File: config.mk
export PLATFORM = sky130hd
export DESIGN_NAME = axil_stream_frontend
export DESIGN_NICKNAME = d
export VERILOG_FILES = /design/src/rtl/axil_fe_pkg.sv /design/src/rtl/sync_fifo.sv /design/src/rtl/axil_stream_frontend.sv
export SDC_FILE = /design/constraint.sdc
export NUM_CORES = 1
export LEC_CHECK = 0
export ABC_AREA = 1
export CELL_PAD_IN_SITES_DETAIL_PLACEMENT = 1
export CELL_PAD_IN_SITES_GLOBAL_PLACEMENT = 1
export CORE_MARGIN = 1
export CORE_UTILIZATION = 25
export DETAILED_ROUTE_END_ITERATION = 12
export GPL_TIMING_DRIVEN = 0
export PLACE_DENSITY = 0.48
export SKIP_CTS_REPAIR_TIMING = 1
export SLEW_MARGIN = 20
export SYNTH_ARGS = -nofsm -noshare
export SYNTH_HDL_FRONTEND = slang
export SYNTH_HIERARCHICAL = 1
export SYNTH_SLANG_ARGS = --single-unit
File: constraint.sdc
create_clock -name clk_i -period 4.9 [get_ports clk_i]
set_clock_uncertainty 0.15 [all_clocks]
set_input_delay 0.49 -clock clk_i [delete_from_list [all_inputs] [get_ports clk_i]]
set_output_delay 0.49 -clock clk_i [all_outputs]
set_load 0.05 [all_outputs]
File: src/rtl/axil_fe_pkg.sv
// Shared constants and state types for the AXI4-Lite stream front end.
// Register indices are offsets above the channel range (NUM_CH + offset).
package axil_fe_pkg;

    localparam logic [1:0] RESP_OKAY   = 2'b00;
    localparam logic [1:0] RESP_SLVERR = 2'b10;

    localparam int IDX_CTRL_OFS   = 0;
    localparam int IDX_STATUS_OFS = 1;
    localparam int IDX_OUT_OFS    = 2;

    // STATUS: empties at [NUM_CH-1:0], fulls at [2*NUM_CH-1:NUM_CH]
    localparam int STAT_EMPTY_LSB   = 0;
    localparam int STAT_OUT_CNT_LSB = 16;
    localparam int STAT_OUT_CNT_W   = 8;

    typedef enum logic {W_IDLE, W_RESP} w_state_e;
    typedef enum logic {R_IDLE, R_DATA} r_state_e;

endpackage

File: src/rtl/sync_fifo.sv
// Single-clock first-word-fall-through FIFO with flush; data_o shows the
// head word whenever empty_o is low. DEPTH must be a power of two.
module sync_fifo #(
    parameter int DATA_W = 32,
    parameter int DEPTH  = 4,
    parameter int CNT_W  = $clog2(DEPTH + 1)
) (
    input  logic              clk_i,
    input  logic              rst_i,
    input  logic              push_i,
    input  logic [DATA_W-1:0] data_i,
    input  logic              pop_i,
    input  logic              flush_i,
    output logic [DATA_W-1:0] data_o,
    output logic              full_o,
    output logic              empty_o,
    output logic [CNT_W-1:0]  count_o
);
    localparam int PTR_W = $clog2(DEPTH);

    logic [DATA_W-1:0] mem_q [DEPTH];
    logic [PTR_W-1:0]  wr_ptr_q, rd_ptr_q;
    logic [CNT_W-1:0]  count_q;
    logic              do_push, do_pop;

    assign empty_o = (count_q == '0);
    assign full_o  = (count_q == CNT_W'(DEPTH));
    assign count_o = count_q;
    assign data_o  = mem_q[rd_ptr_q];

    // A push into a full FIFO is legal only alongside a pop
    assign do_pop  = pop_i && !empty_o;
    assign do_push = push_i && (!full_o || do_pop);

    always_ff @(posedge clk_i) begin
        if (rst_i || flush_i) begin
            wr_ptr_q <= '0;
            rd_ptr_q <= '0;
            count_q  <= '0;
        end else begin
            if (do_push) wr_ptr_q <= wr_ptr_q + 1'b1;
            if (do_pop)  rd_ptr_q <= rd_ptr_q + 1'b1;
            unique case ({do_push, do_pop})
                2'b10:   count_q <= count_q + 1'b1;
                2'b01:   count_q <= count_q - 1'b1;
                default: ;
            endcase
        end
    end

    always_ff @(posedge clk_i) begin
        if (do_push) mem_q[wr_ptr_q] <= data_i;
    end

endmodule

File: src/rtl/axil_stream_frontend.sv
// AXI4-Lite slave that pushes word writes into per-channel stream FIFOs and
// serves core output words through a pop register. AXIL_FE_SLVERR_EN enables
// SLVERR on unmapped accesses and empty output pops.
module axil_stream_frontend
    import axil_fe_pkg::*;
#(
    parameter int DATA_W     = 32,
    parameter int ADDR_W     = 32,
    parameter int NUM_CH     = 4,
    parameter int FIFO_DEPTH = 4,
    parameter int IDX_W      = 3
) (
    input  logic                         clk_i,
    input  logic                         rst_i,
    input  logic                         awvalid_i,
    input  logic                         wvalid_i,
    input  logic                         bready_i,
    input  logic                         arvalid_i,
    input  logic                         rready_i,
    input  logic [ADDR_W-1:0]            awaddr_i,
    input  logic [ADDR_W-1:0]            araddr_i,
    input  logic [DATA_W-1:0]            wdata_i,
    input  logic [DATA_W/8-1:0]          be_i,
    input  logic [2:0]                   awprot_i,
    input  logic [2:0]                   arprot_i,
    output logic                         awready_o,
    output logic                         wready_o,
    output logic                         arready_o,
    output logic                         bvalid_o,
    output logic                         rvalid_o,
    output logic [1:0]                   bresp_o,
    output logic [1:0]                   rresp_o,
    output logic [DATA_W-1:0]            rdata_o,
    output logic [NUM_CH-1:0]            ch_valid_o,
    output logic [NUM_CH*DATA_W-1:0]     ch_data_o,
    output logic [NUM_CH*(DATA_W/8)-1:0] ch_be_o,
    input  logic [NUM_CH-1:0]            ch_ready_i,
    input  logic                         out_valid_i,
    input  logic [DATA_W-1:0]            out_data_i,
    output logic                         out_ready_o
);
    localparam int BE_W       = DATA_W / 8;
    localparam int CH_W       = DATA_W + BE_W;
    localparam int CNT_W      = $clog2(FIFO_DEPTH + 1);
    localparam int IDX_CTRL   = NUM_CH + IDX_CTRL_OFS;
    localparam int IDX_STATUS = NUM_CH + IDX_STATUS_OFS;
    localparam int IDX_OUT    = NUM_CH + IDX_OUT_OFS;
`ifdef AXIL_FE_SLVERR_EN
    localparam logic [1:0] ERR_RESP = RESP_SLVERR;
`else
    localparam logic [1:0] ERR_RESP = RESP_OKAY;
`endif

    w_state_e          w_state_q, w_state_d;
    r_state_e          r_state_q, r_state_d;
    logic [1:0]        bresp_q, bresp_d, rresp_q, rresp_d;
    logic [DATA_W-1:0] rdata_q, rdata_d;

    logic [IDX_W-1:0]  widx, ridx;
    logic [NUM_CH-1:0] wsel, ch_push, ch_full, ch_empty;
    logic              wr_is_ch, target_full, flush;
    logic              out_full, out_empty, out_pop;
    logic [CNT_W-1:0]  out_count;
    logic [DATA_W-1:0] out_rd_data, status_word;
    logic [CNT_W-1:0]  unused_ch_count [NUM_CH];
    logic              unused_bits;

    assign widx        = awaddr_i[IDX_W-1:0];
    assign ridx        = araddr_i[IDX_W-1:0];
    assign wr_is_ch    = |wsel;
    assign target_full = |(wsel & ch_full);
    assign unused_bits = ^{awprot_i, arprot_i, awaddr_i[ADDR_W-1:IDX_W], araddr_i[ADDR_W-1:IDX_W]};

    genvar gi;
    generate
        for (gi = 0; gi < NUM_CH; gi++) begin : g_ch
            logic [CH_W-1:0] rd_word;

            assign wsel[gi] = (int'(widx) == gi);

            sync_fifo #(.DATA_W(CH_W), .DEPTH(FIFO_DEPTH), .CNT_W(CNT_W)) u_fifo (
                .clk_i   (clk_i),
                .rst_i   (rst_i),
                .push_i  (ch_push[gi]),
                .data_i  ({be_i, wdata_i}),
                .pop_i   (ch_valid_o[gi] && ch_ready_i[gi]),
                .flush_i (flush),
                .data_o  (rd_word),
                .full_o  (ch_full[gi]),
                .empty_o (ch_empty[gi]),
                .count_o (unused_ch_count[gi])
            );

            assign ch_valid_o[gi]                = !ch_empty[gi];
            assign ch_data_o[gi*DATA_W +: DATA_W] = rd_word[DATA_W-1:0];
            assign ch_be_o[gi*BE_W +: BE_W]       = rd_word[CH_W-1:DATA_W];
        end
    endgenerate

    sync_fifo #(.DATA_W(DATA_W), .DEPTH(FIFO_DEPTH), .CNT_W(CNT_W)) u_out_fifo (
        .clk_i   (clk_i),
        .rst_i   (rst_i),
        .push_i  (out_valid_i && out_ready_o),
        .data_i  (out_data_i),
        .pop_i   (out_pop),
        .flush_i (flush),
        .data_o  (out_rd_data),
        .full_o  (out_full),
        .empty_o (out_empty),
        .count_o (out_count)
    );

    assign out_ready_o = !out_full;

    always_comb begin
        status_word = '0;
        status_word[STAT_EMPTY_LSB +: NUM_CH]            = ch_empty;
        status_word[STAT_EMPTY_LSB + NUM_CH +: NUM_CH]   = ch_full;
        status_word[STAT_OUT_CNT_LSB +: STAT_OUT_CNT_W]  = STAT_OUT_CNT_W'(out_count);
    end

    // Write path: stall (ready low) while the addressed channel is full
    always_comb begin
        w_state_d = w_state_q;
        bresp_d   = bresp_q;
        awready_o = 1'b0;
        wready_o  = 1'b0;
        ch_push   = '0;
        flush     = 1'b0;
        case (w_state_q)
            W_IDLE: begin
                if (awvalid_i && wvalid_i && !(wr_is_ch && target_full)) begin
                    awready_o = 1'b1;
                    wready_o  = 1'b1;
                    w_state_d = W_RESP;
                    bresp_d   = ERR_RESP;
                    if (wr_is_ch) begin
                        ch_push = wsel;
                        bresp_d = RESP_OKAY;
                    end else if (int'(widx) == IDX_CTRL) begin
                        flush   = wdata_i[0];
                        bresp_d = RESP_OKAY;
                    end
                end
            end
            W_RESP: if (bready_i) w_state_d = W_IDLE;
            default: w_state_d = W_IDLE;
        endcase
    end

    // Read path: data is captured at address acceptance and held in R_DATA
    always_comb begin
        r_state_d = r_state_q;
        rdata_d   = rdata_q;
        rresp_d   = rresp_q;
        arready_o = 1'b0;
        out_pop   = 1'b0;
        case (r_state_q)
            R_IDLE: begin
                if (arvalid_i) begin
                    arready_o = 1'b1;
                    r_state_d = R_DATA;
                    rdata_d   = '0;
                    rresp_d   = ERR_RESP;
                    if (int'(ridx) == IDX_STATUS) begin
                        rdata_d = status_word;
                        rresp_d = RESP_OKAY;
                    end else if (int'(ridx) == IDX_OUT && !out_empty) begin
                        rdata_d = out_rd_data;
                        rresp_d = RESP_OKAY;
                        out_pop = 1'b1;
                    end
                end
            end
            R_DATA: if (rready_i) r_state_d = R_IDLE;
            default: r_state_d = R_IDLE;
        endcase
    end

    always_ff @(posedge clk_i) begin
        if (rst_i) begin
            w_state_q <= W_IDLE;
            r_state_q <= R_IDLE;
            bresp_q   <= RESP_OKAY;
            rresp_q   <= RESP_OKAY;
            rdata_q   <= '0;
        end else begin
            w_state_q <= w_state_d;
            r_state_q <= r_state_d;
            bresp_q   <= bresp_d;
            rresp_q   <= rresp_d;
            rdata_q   <= rdata_d;
        end
    end

    assign bvalid_o = (w_state_q == W_RESP);
    assign rvalid_o = (r_state_q == R_DATA);
    assign bresp_o  = bresp_q;
    assign rresp_o  = rresp_q;
    assign rdata_o  = rdata_q;

endmodule

==> out/summary.txt <==
status: completed
cells along the critical path: buf_2 -> clkbuf_1 -> o21ai_0 -> o22ai_1 -> clkdlybuf4s50_1
top cells by count, synth: edfxtp_1 (704), nor2_1 (444), o21ai_0 (292)
Most used DFF post-synth: edfxtp_1
Post-Layout Inst Area: 38920 um^2
Inst Count DP: 4214
overall power: 14.51 mW
critical path arrival: 3.46 ns
worst vdd ir: 0.2116 mV
final core occ: 0.3232
CTS Buf Count: 90
die height: 351.1 um
Power Density: 372.8 nW/um^2
LEAKAGE: 12.96 nW
CTS Root Cell: clkbuf_16
count leader, synth: edfxtp_1
RSZ-0062 raised after global routing: no
Worst path slowest cell: clkdlybuf4s50_1
# Max-Cap Violations: 0
I/O Pins: 340
Crit path largest cell delay: 0.93 ns
max_slew headroom: 0.2495
Std-Cell Rows: 127
nets: 2870
RR Startpoint: g_ch[1].u_fifo/count_o[1]
CTS Sinks: 783
count of pins over their slew limit: 0
Routed WL: 100.2 mm
PnR worst setup slack: 0.7951 ns
TNS Setup: 0 ns
Final Setup Violations: 0
first-pass GRT wire length: 144.8 mm
critical path capture point type: primary output
CTS tree: yes
Hold Path Depth: 5
pre-CTS setup slack: 1.017 ns
Worst path depth: 5
routability cong.: 0.7580
Post-Layout Cell Count: 4381
H-Tree Depth: 3
Final min period: 4.105 ns
P&R area growth vs syn: 27.75%
final hold slack: 0.08604 ns
clk slew on worst S/H paths: 0.06 ns
Via density: 4.564
GRT Util Overall: 0.1608
Mapped Area: 30470 um^2
layout cells sized above 1: 0.1337
Synth warnings: 6
Synth top area share: 0.6938
Crit path max-delay family: buffers and inverters
Hold Fails Final Rpt: 0
number of global-route vias before repair: 21218
top cells by area, synth: edfxtp_1 (69%), nor2_1 (5.5%), dfxtp_1 (5.2%), o21ai_0 (4.8%), o22ai_1 (3.6%)
DP HPWL: 70.73 mm
largest net degree at the start of global routing: 21
WP buf/inv: 3
Detail Route Antenna Nets: 0
hold path start: araddr_i[0]
Residual DRC: 0
placed cell area: 36090 um^2
Unique masters post-synth: 36
starting DRC count in detailed routing: 1105
HP Class: primary input to register
worst-skew pair later-pin latency: 0.66 ns
Die Area: 123300 um^2
Cells after Synth: 2299
Longest Clk Path Bufs: 3
CP Data Required Time: 4.26 ns
I/O Buffers: 269
Overflow after GRT: 0
Initial Utilization: 0.2530
synthesized area per cell: 13.25 um^2
final period utilization: 0.8377
routed len/inst: 22.87 um
fmax: 243.6 MHz
initial antenna violation count: 10
Synth area leader: edfxtp_1
Filler cells: 12989
die width: 351.1 um
Core Area: 120400 um^2
Worst Tran Pin Value: 1.122 ns
Seq cells post-synth: 783
CP startpoint kind: register
Max FO, Critical Path: 10
kind of critical path: register to primary output
r2r worst-path depth: 11
EDFF count, synth: 704
Async SR Flop Fraction: 0
Seq/Total Area, Yosys: 0.7457
via count: 19996
TritonRoute pass-1 iters: 5
[cells in the final DEF (no fill, tap or decap), types with 3 or more instances in the layout]
cell type,count
edfxtp_1,704
nor2_1,424
o21ai_0,292
clkdlybuf4s50_1,269
o22ai_1,176
inv_1,114
clkbuf_16,91
o21ai_1,86
dfxtp_1,79
nand2_1,67
clkbuf_1,64
buf_2,57
nand3_1,31
nor2_4,27
nand3_2,24
a21oi_1,24
a21oi_2,23
buf_4,21
ha_1,21
clkinv_2,19
buf_16,18
nand4_1,15
nand2_2,15
inv_2,13
buf_12,13
clkinv_1,11
nand2_4,10
buf_6,8
nor3_1,7
fa_1,5
conb_1,4
clkbuf_8,4
bufinv_16,4
nor2_2,4
clkinv_16,3
a21boi_0,3
nand4_2,3
[report_power, final]
group / switching (mW) / internal, mW
logic: 0.447 / 0.194
registers: 0.0323 / 7.36
clock network: 2.76 / 3.71
total: 3.24 / 11.3
[routing by layer]
layer,GRT usage,vias to the layer above,part of all wire
met1,0.2105,10300,0.45
li1,-,9166,-
met4,0.04367,6,0.019
met3,0.02369,121,0.039
met2,0.2757,403,0.49
met5,0,-,0.00032
[path summary, 6_finish.rpt]
path,endpoint,slack [ns]
worst max register to register,g_ch[2].u_fifo/mem_q[0][20],1.68
worst min-delay path,rdata_o[6],0.09
worst min register to register,g_ch[1].u_fifo/rd_ptr_q[1],0.30
worst max-delay path,ch_be_o[0],0.80
[worst reg2reg max path, delay by kind of cell (launching register included)]
family                 cells  cell delay (ns)
buffers and inverters      2             0.35
DFF                        1             0.41
and+or+nand+nor            9             2.04
[flip-flops by register name (all words and copies together), names as in the netlist, named ones only]
name and flops:
g_ch.u_fifo/rd_ptr_q 8, g_ch.u_fifo/wr_ptr_q 8, bvalid_o 1, u_out_fifo/count_o 3, rvalid_o 1, u_out_fifo/rd_ptr_q 2, g_ch.u_fifo/count_o 12, g_ch.u_fifo/mem_q 576
rdata_o 32, u_out_fifo/mem_q 128, u_out_fifo/wr_ptr_q 2
[logic make-up (layout without fill, tap and decap cells)]
group / count (synthesis) / after routing / synth area share
compound gates: 605 / 605 / 0.1101
fa+ha+maj: 26 / 26 / 0.01191
buf+inv: 256 / 721 / 0.03996
flops: 783 / 783 / 0.7457
other cells: 1 / 6 / 0.0001231
simple gates: 628 / 628 / 0.09223
[final cells by class]
class,count,area [um^2],share of cell area
multi-input cells,1263,6691,0.1719
flip-flops and latches,783,22720,0.5838
clock buffers,123,2437,0.06262
repair buffers,300,3438,0.08833
plain buffers,126,716.9,0.01842
inverters,130,500.5,0.01286
diodes,2,5.005,0.0001286
clock inverters,42,395.4,0.01016
well taps,1612,2017,0.05182
Note: power is estimated with default switching activity, not from simulation.
